$ cat src/rtl/jtgng_rom_arb.sv
// Four-client ROM arbiter for the game-side SDRAM read port, with a one-word cache per client.
// Slot 0 has strict priority; slots 1..3 are served round-robin.
module jtgng_rom_arb #(
   parameter int unsigned    AW      = 22,
   parameter int unsigned    DW      = 32,
   parameter logic [AW-1:0]  OFFSET1 = '0,
   parameter logic [AW-1:0]  OFFSET2 = '0,
   parameter logic [AW-1:0]  OFFSET3 = '0
) (
   input  logic          clk,
   input  logic          rst_n,
   input  logic          downloading,
   input  logic          slot0_cs,
   input  logic          slot1_cs,
   input  logic          slot2_cs,
   input  logic          slot3_cs,
   input  logic [AW-1:0] slot0_addr,
   input  logic [AW-1:0] slot1_addr,
   input  logic [AW-1:0] slot2_addr,
   input  logic [AW-1:0] slot3_addr,
   output logic          slot0_ok,
   output logic          slot1_ok,
   output logic          slot2_ok,
   output logic          slot3_ok,
   output logic [DW-1:0] slot0_dout,
   output logic [DW-1:0] slot1_dout,
   output logic [DW-1:0] slot2_dout,
   output logic [DW-1:0] slot3_dout,
   output logic          sdram_req,
   output logic [AW-1:0] sdram_addr,
   input  logic          sdram_ack,
   input  logic          data_rdy,
   input  logic [DW-1:0] data_read,
   output logic          refresh_en
);

   typedef enum logic [1:0] {StIdle, StReq, StWait} state_e;

   state_e          r_state, w_state_d;
   logic            r_req, w_req_d;
   logic [AW-1:0]   r_sdram_addr, w_sdram_addr_d;
   logic [AW-1:0]   r_req_addr, w_req_addr_d;
   logic [1:0]      r_gnt, w_gnt_d;
   logic [1:0]      r_rr, w_rr_d;
   logic [3:0]      r_valid;
   logic [AW-1:0]   r_tag  [4];
   logic [DW-1:0]   r_dout [4];

   logic [3:0]      w_cs, w_ok, w_miss;
   logic [AW-1:0]   w_addr [4];
   logic [AW-1:0]   w_eff  [4];
   logic [1:0]      w_c0, w_c1, w_c2, w_pick;
   logic            w_pick_vld;
   logic            w_fill;

   function automatic logic [1:0] f_next(input logic [1:0] k);
      return (k == 2'd3) ? 2'd1 : k + 2'd1;
   endfunction

   assign w_cs   = {slot3_cs, slot2_cs, slot1_cs, slot0_cs};
   assign w_addr[0] = slot0_addr;
   assign w_addr[1] = slot1_addr;
   assign w_addr[2] = slot2_addr;
   assign w_addr[3] = slot3_addr;

   // Offset sums wrap modulo 2^AW by truncation.
   assign w_eff[0] = slot0_addr;
   assign w_eff[1] = slot1_addr + OFFSET1;
   assign w_eff[2] = slot2_addr + OFFSET2;
   assign w_eff[3] = slot3_addr + OFFSET3;

   always_comb begin
      for (int i = 0; i < 4; i++) begin
         w_ok[i]   = w_cs[i] & r_valid[i] & (w_addr[i] == r_tag[i]);
         w_miss[i] = w_cs[i] & ~w_ok[i];
      end
   end

   always_comb begin
      w_c0       = r_rr;
      w_c1       = f_next(w_c0);
      w_c2       = f_next(w_c1);
      w_pick_vld = |w_miss;
      w_pick     = 2'd0;
      if (w_miss[0])         w_pick = 2'd0;
      else if (w_miss[w_c0]) w_pick = w_c0;
      else if (w_miss[w_c1]) w_pick = w_c1;
      else if (w_miss[w_c2]) w_pick = w_c2;
   end

   always_comb begin
      w_state_d      = r_state;
      w_req_d        = r_req;
      w_sdram_addr_d = r_sdram_addr;
      w_req_addr_d   = r_req_addr;
      w_gnt_d        = r_gnt;
      w_rr_d         = r_rr;
      w_fill         = 1'b0;
      if (downloading) begin
         w_state_d = StIdle;
         w_req_d   = 1'b0;
      end else begin
         unique case (r_state)
            StIdle: begin
               if (w_pick_vld) begin
                  w_state_d      = StReq;
                  w_req_d        = 1'b1;
                  w_sdram_addr_d = w_eff[w_pick];
                  w_req_addr_d   = w_addr[w_pick];
                  w_gnt_d        = w_pick;
                  if (w_pick != 2'd0) w_rr_d = f_next(w_pick);
               end
            end
            StReq: begin
               if (sdram_ack) begin
                  w_req_d = 1'b0;
                  // Ack and data may land in the same cycle.
                  if (data_rdy) begin
                     w_fill    = 1'b1;
                     w_state_d = StIdle;
                  end else begin
                     w_state_d = StWait;
                  end
               end
            end
            StWait: begin
               if (data_rdy) begin
                  w_fill    = 1'b1;
                  w_state_d = StIdle;
               end
            end
            default: w_state_d = StIdle;
         endcase
      end
   end

   always_ff @(posedge clk or negedge rst_n) begin
      if (!rst_n) begin
         r_state      <= StIdle;
         r_req        <= 1'b0;
         r_sdram_addr <= '0;
         r_req_addr   <= '0;
         r_gnt        <= 2'd0;
         r_rr         <= 2'd1;
      end else begin
         r_state      <= w_state_d;
         r_req        <= w_req_d;
         r_sdram_addr <= w_sdram_addr_d;
         r_req_addr   <= w_req_addr_d;
         r_gnt        <= w_gnt_d;
         r_rr         <= w_rr_d;
      end
   end

   // The tag keeps the client address, not the offset SDRAM address.
   always_ff @(posedge clk or negedge rst_n) begin
      if (!rst_n) begin
         r_valid <= '0;
         for (int i = 0; i < 4; i++) begin
            r_tag[i]  <= '0;
            r_dout[i] <= '0;
         end
      end else if (downloading) begin
         r_valid <= '0;
      end else if (w_fill) begin
         r_valid[r_gnt] <= 1'b1;
         r_tag[r_gnt]   <= r_req_addr;
         r_dout[r_gnt]  <= data_read;
      end
   end

   assign slot0_ok   = w_ok[0];
   assign slot1_ok   = w_ok[1];
   assign slot2_ok   = w_ok[2];
   assign slot3_ok   = w_ok[3];
   assign slot0_dout = r_dout[0];
   assign slot1_dout = r_dout[1];
   assign slot2_dout = r_dout[2];
   assign slot3_dout = r_dout[3];
   assign sdram_req  = r_req;
   assign sdram_addr = r_sdram_addr;
   assign refresh_en = (r_state == StIdle) & ~w_miss[0] & ~w_miss[1] & ~w_miss[2] & ~w_miss[3]
                       & ~downloading;

endmodule
$ cat config.mk
export PLATFORM = sky130hd
export DESIGN_NAME = jtgng_rom_arb
export DESIGN_NICKNAME = d
export VERILOG_FILES = /design/src/rtl/jtgng_rom_arb.sv
export SDC_FILE = /design/constraint.sdc
export NUM_CORES = 1
export LEC_CHECK = 0
export ABC_CLOCK_PERIOD_IN_PS = 3050
export CAP_MARGIN = 20
export CORE_UTILIZATION = 45
export CTS_CLUSTER_SIZE = 8
export DETAILED_ROUTE_END_ITERATION = 6
export PLACE_DENSITY = 0.84
export SLEW_MARGIN = 20
export SYNTH_ARGS = -nofsm -noshare
export SYNTH_HDL_FRONTEND = slang
export SYNTH_SLANG_ARGS = --single-unit
export TNS_END_PERCENT = 20
$ cat constraint.sdc
create_clock -name clk -period 3.05 [get_ports clk]
set_input_delay 0.305 -clock clk [delete_from_list [all_inputs] [get_ports clk]]
set_output_delay 0.305 -clock clk [all_outputs]
set_load 0.01 [all_outputs]
==> impl_metrics.yaml <==
finish:
  design.final.nets: 1329
  drive_gt1_share_pct: 33.1
  layout_commonest_cell: "clkdlybuf4s50_1"
  synthToLayoutAreaGrowth_pct: 45.1
  final_cell_mix: "clkdlybuf4s50_1, dfrtp_1, mux2_2"
  final_core_util_pct: 67.4
synth:
  syn_inst: 812
  seq_area_frac_synth_pct: 54.7
  synth.distinct_cells: 52
  synth_seq_cells: 249
  syn_nets: 949
  synth-warning-count: 0
  syn_area_per_cell_um2: 14.0
  syn-cell-area_um2: 11400
hold_path:
  worstHoldPathType: "input port to asynchronous set/reset pin"
timing:
  setup_viol: 26
  slew_headroom_pct: 58.0
  whs_ns: 0.281
  fmax_ghz: 0.310
  worst_slack_ns: -0.171
  hold_violations: 0
  period_share_pct: 106
  rsz0062_at_grt: "yes"
  skew_ns: 0.0163
  fin_crit_ns: 3.22
  worst_pin_slew_ns: 0.625
  report.final.slew_viol_count: 0
power:
  p_sw_w: 0.00434
  peakVddDrop_v: 0.000590
  p_int_w: 0.00938
  power.share.combinational_pct: 36.0
  clockPowerShare_pct: 26.3
  leakagePower_nw: 7.54
  powerDensity_nw_per_um2: 831
  power_frac_seq_pct: 37.7
  switching_share_pct: 31.6
clocking:
  htreeDepth: 2
  clk_pin_slew_ns: 0.05
  tritoncts: "done"
  cts_buffers: 37
  cts_max_path_buffers: 3
  ctsRootBufferMaster: "clkbuf_16"
  cts.sinks: 249
  clk_latency_ns: 0.51
detailed_routing:
  vias: 8404
  drt-total-wl_mm: 33.9
  dr.first_iter.drc_count: 489
  drc: 0
  wl_per_cell_um: 22.2
  dr.pass1.iters: 5
  detail-route-antenna-nets: 0
  viasPerCell: 5.51
placed_design:
  gp_congestion: 0.880
  io_buffer_count: 284
  place_worst_setup_slack_ns: -0.585
  dp_hpwl_mm: 23.2
outcome:
  violations: "setup timing"
  outcome: "finished with violations"
critical_path:
  critical_path_class: "register to register"
  worstPathArrival_ns: 3.64
  end_kind: "register"
  crit_path_max_fanout: 7
  reg2reg_depth: 11
  critPathRequiredTime_ns: 3.47
  r2r_end: "r_req_addr[7]"
  critPathLaunchType: "register"
  ff2ff_setup_slack_ns: -0.17
  regToRegStartpoint: "r_tag[2]"
global_routing:
  grt_max_degree: 85
  grt_antenna_before_repair: 2
  grt_pass1_wl_mm: 52.0
  grt_overflow_total: 0
  grt_pass1_vias: 9123
  track_usage_pct: 26.1
floorplan:
  initial_utilization_pct: 46.4
  rows: 57
  die_h_um: 161
  dieArea_um2: 25900
  ios: 285
  core_area_um2: 24500
  die_w_um: 161
flow_run:
  maxCapViolCount: 0
worst max path at each step:
stage / startpoint / end / slack (ns) / depth (start not counted)
after floorplan: r_tag[1] / r_rr[1] / 0.09 / 12
after global placement: slot3_addr[4] / r_req_addr[19] / -0.48 / 10
after detailed placement: slot3_addr[5] / r_req_addr[21] / -0.58 / 10
after CTS: r_tag[2] / refresh_en / -0.15 / 7
after global routing: r_tag[2] / r_req_addr[21] / -0.26 / 11
final: r_tag[2] / r_req_addr[7] / -0.17 / 11
flip-flops by register name, indices dropped and copies added, names as in the netlist:
signal and cells:
r_tag 88, r_valid 4, slot2_dout 32, slot3_dout 32, r_gnt 2, r_state 2, sdram_req 1, slot1_dout 32
r_rr 2, r_req_addr 22, slot0_dout 32
logic make-up (layout without fill, tap and decap cells):
| logic type | count (synthesis) | count (layout) | synth area share, % |
|---|---|---|---|
| flops | 249 | 249 | 54.7 |
| mux | 263 | 263 | 25.7 |
| compound gates | 60 | 60 | 5.20 |
| buf+inv | 46 | 434 | 2.18 |
| xor+xnor | 88 | 88 | 6.77 |
| fa+ha+maj | 8 | 8 | 0.879 |
| other cells | 0 | 2 | 0 |
| simple gates | 98 | 98 | 4.58 |
layer usage:
| layer | share of wire [%] | GRT usage [%] | up-vias | wire length (um) |
|---|---|---|---|---|
| li1 | - | - | 3692 | - |
| met1 | 39 | 31.9 | 4243 | 13100 |
| met2 | 48 | 42.9 | 380 | 16300 |
| met3 | 9.8 | 8.17 | 87 | 3310 |
| met4 | 3.4 | 10.7 | 2 | 1150 |
| met5 | 0.053 | 0 | - | 18 |
metrics by stage:
stage,power [W],cell area [um2],cells,setup TNS (ns)
final,0.0137,16500,1526,-3.73
after floorplan,0.00731,11400,812,0
after CTS,0.0135,16300,1516,-2.47
after global routing,0.0143,16500,1524,-5.93
after global placement,0.00963,15200,1464,-12.03
after detailed placement,0.00980,15200,1464,-15.02
cell type report:
type                    instances  area [um2]
inverters                      13        48.8
multi-input cells             517        5080
fillers                      1723        8010
repair buffers                374        3750
well taps                     324         405
diodes                          2        5.00
flip-flops and latches        249        6230
clock inverters                 4        46.3
clock buffers                  43         948
critical path, cell delays in order, from the launching register on:
cell	delay [ns]
dfrtp_1	0.40
xor2_2	0.17
or4_1	0.56
or4_4	0.60
o21ai_4	0.21
buf_6	0.12
mux4_2	0.25
a31oi_4	0.10
buf_6	0.17
clkbuf_16	0.17
mux2i_1	0.14
a221oi_2	0.24
synth_stat cells, drive strengths merged:
master / n / share of area, %
o32ai: 1 / 0.077
nor2: 28 / 0.92
buf: 10 / 0.99
mux2: 217 / 21
nand4b: 1 / 0.077
o211a: 2 / 0.18
nor3: 3 / 0.13
o31ai: 4 / 0.26
dfrtp: 248 / 55
mux2i: 45 / 4.0
a21o: 4 / 0.26
a21bo: 1 / 0.088
or4: 5 / 0.36
nor3b: 1 / 0.066
xor2: 42 / 3.2
a31oi: 1 / 0.055
ha: 8 / 0.88
nand3: 4 / 0.18
clkbuf: 23 / 0.76
o21ai: 11 / 0.52
dfstp: 1 / 0.23
a21oi: 3 / 0.13
inv: 13 / 0.43
a221oi: 22 / 2.7
nand4: 17 / 0.93
nand2b: 2 / 0.11
a311oi: 1 / 0.077
o22a: 1 / 0.077
a22o: 1 / 0.077
nor4: 13 / 0.71
nand2: 17 / 0.56
a41oi: 2 / 0.22
or4b: 1 / 0.088
o221ai: 1 / 0.077
a21boi: 1 / 0.066
and3b: 1 / 0.077
and4: 2 / 0.15
a211o: 1 / 0.077
o31a: 1 / 0.077
a22oi: 1 / 0.066
and3: 1 / 0.055
a2111oi: 1 / 0.077
xnor2: 46 / 3.5
mux4: 1 / 0.23
nor4b: 2 / 0.15
what timing repair did:
| item | in CTS | in global routing |
|---|---|---|
| pin swaps | 5 | 33 |
| gates cloned | 0 | 5 |
| endpoints found under the setup margin | 28 | 29 |
| hold buffers | 1 | 0 |
| setup buffers | 4 | 3 |
| endpoints found under the hold margin | 44 | 0 |
| gates resized for setup | 20 | 16 |
power by group through the flow:
stage          sequential (W)  clock (W)  combinational, W
2_1_floorplan         0.00528          0           0.00204
3_3_place_gp          0.00513          0           0.00451
3_5_place_dp          0.00519          0           0.00461
4_1_cts               0.00516    0.00367           0.00468
5_1_grt               0.00530    0.00382           0.00520
6_report              0.00517    0.00361           0.00494
Power figures use the tool's default switching activity.
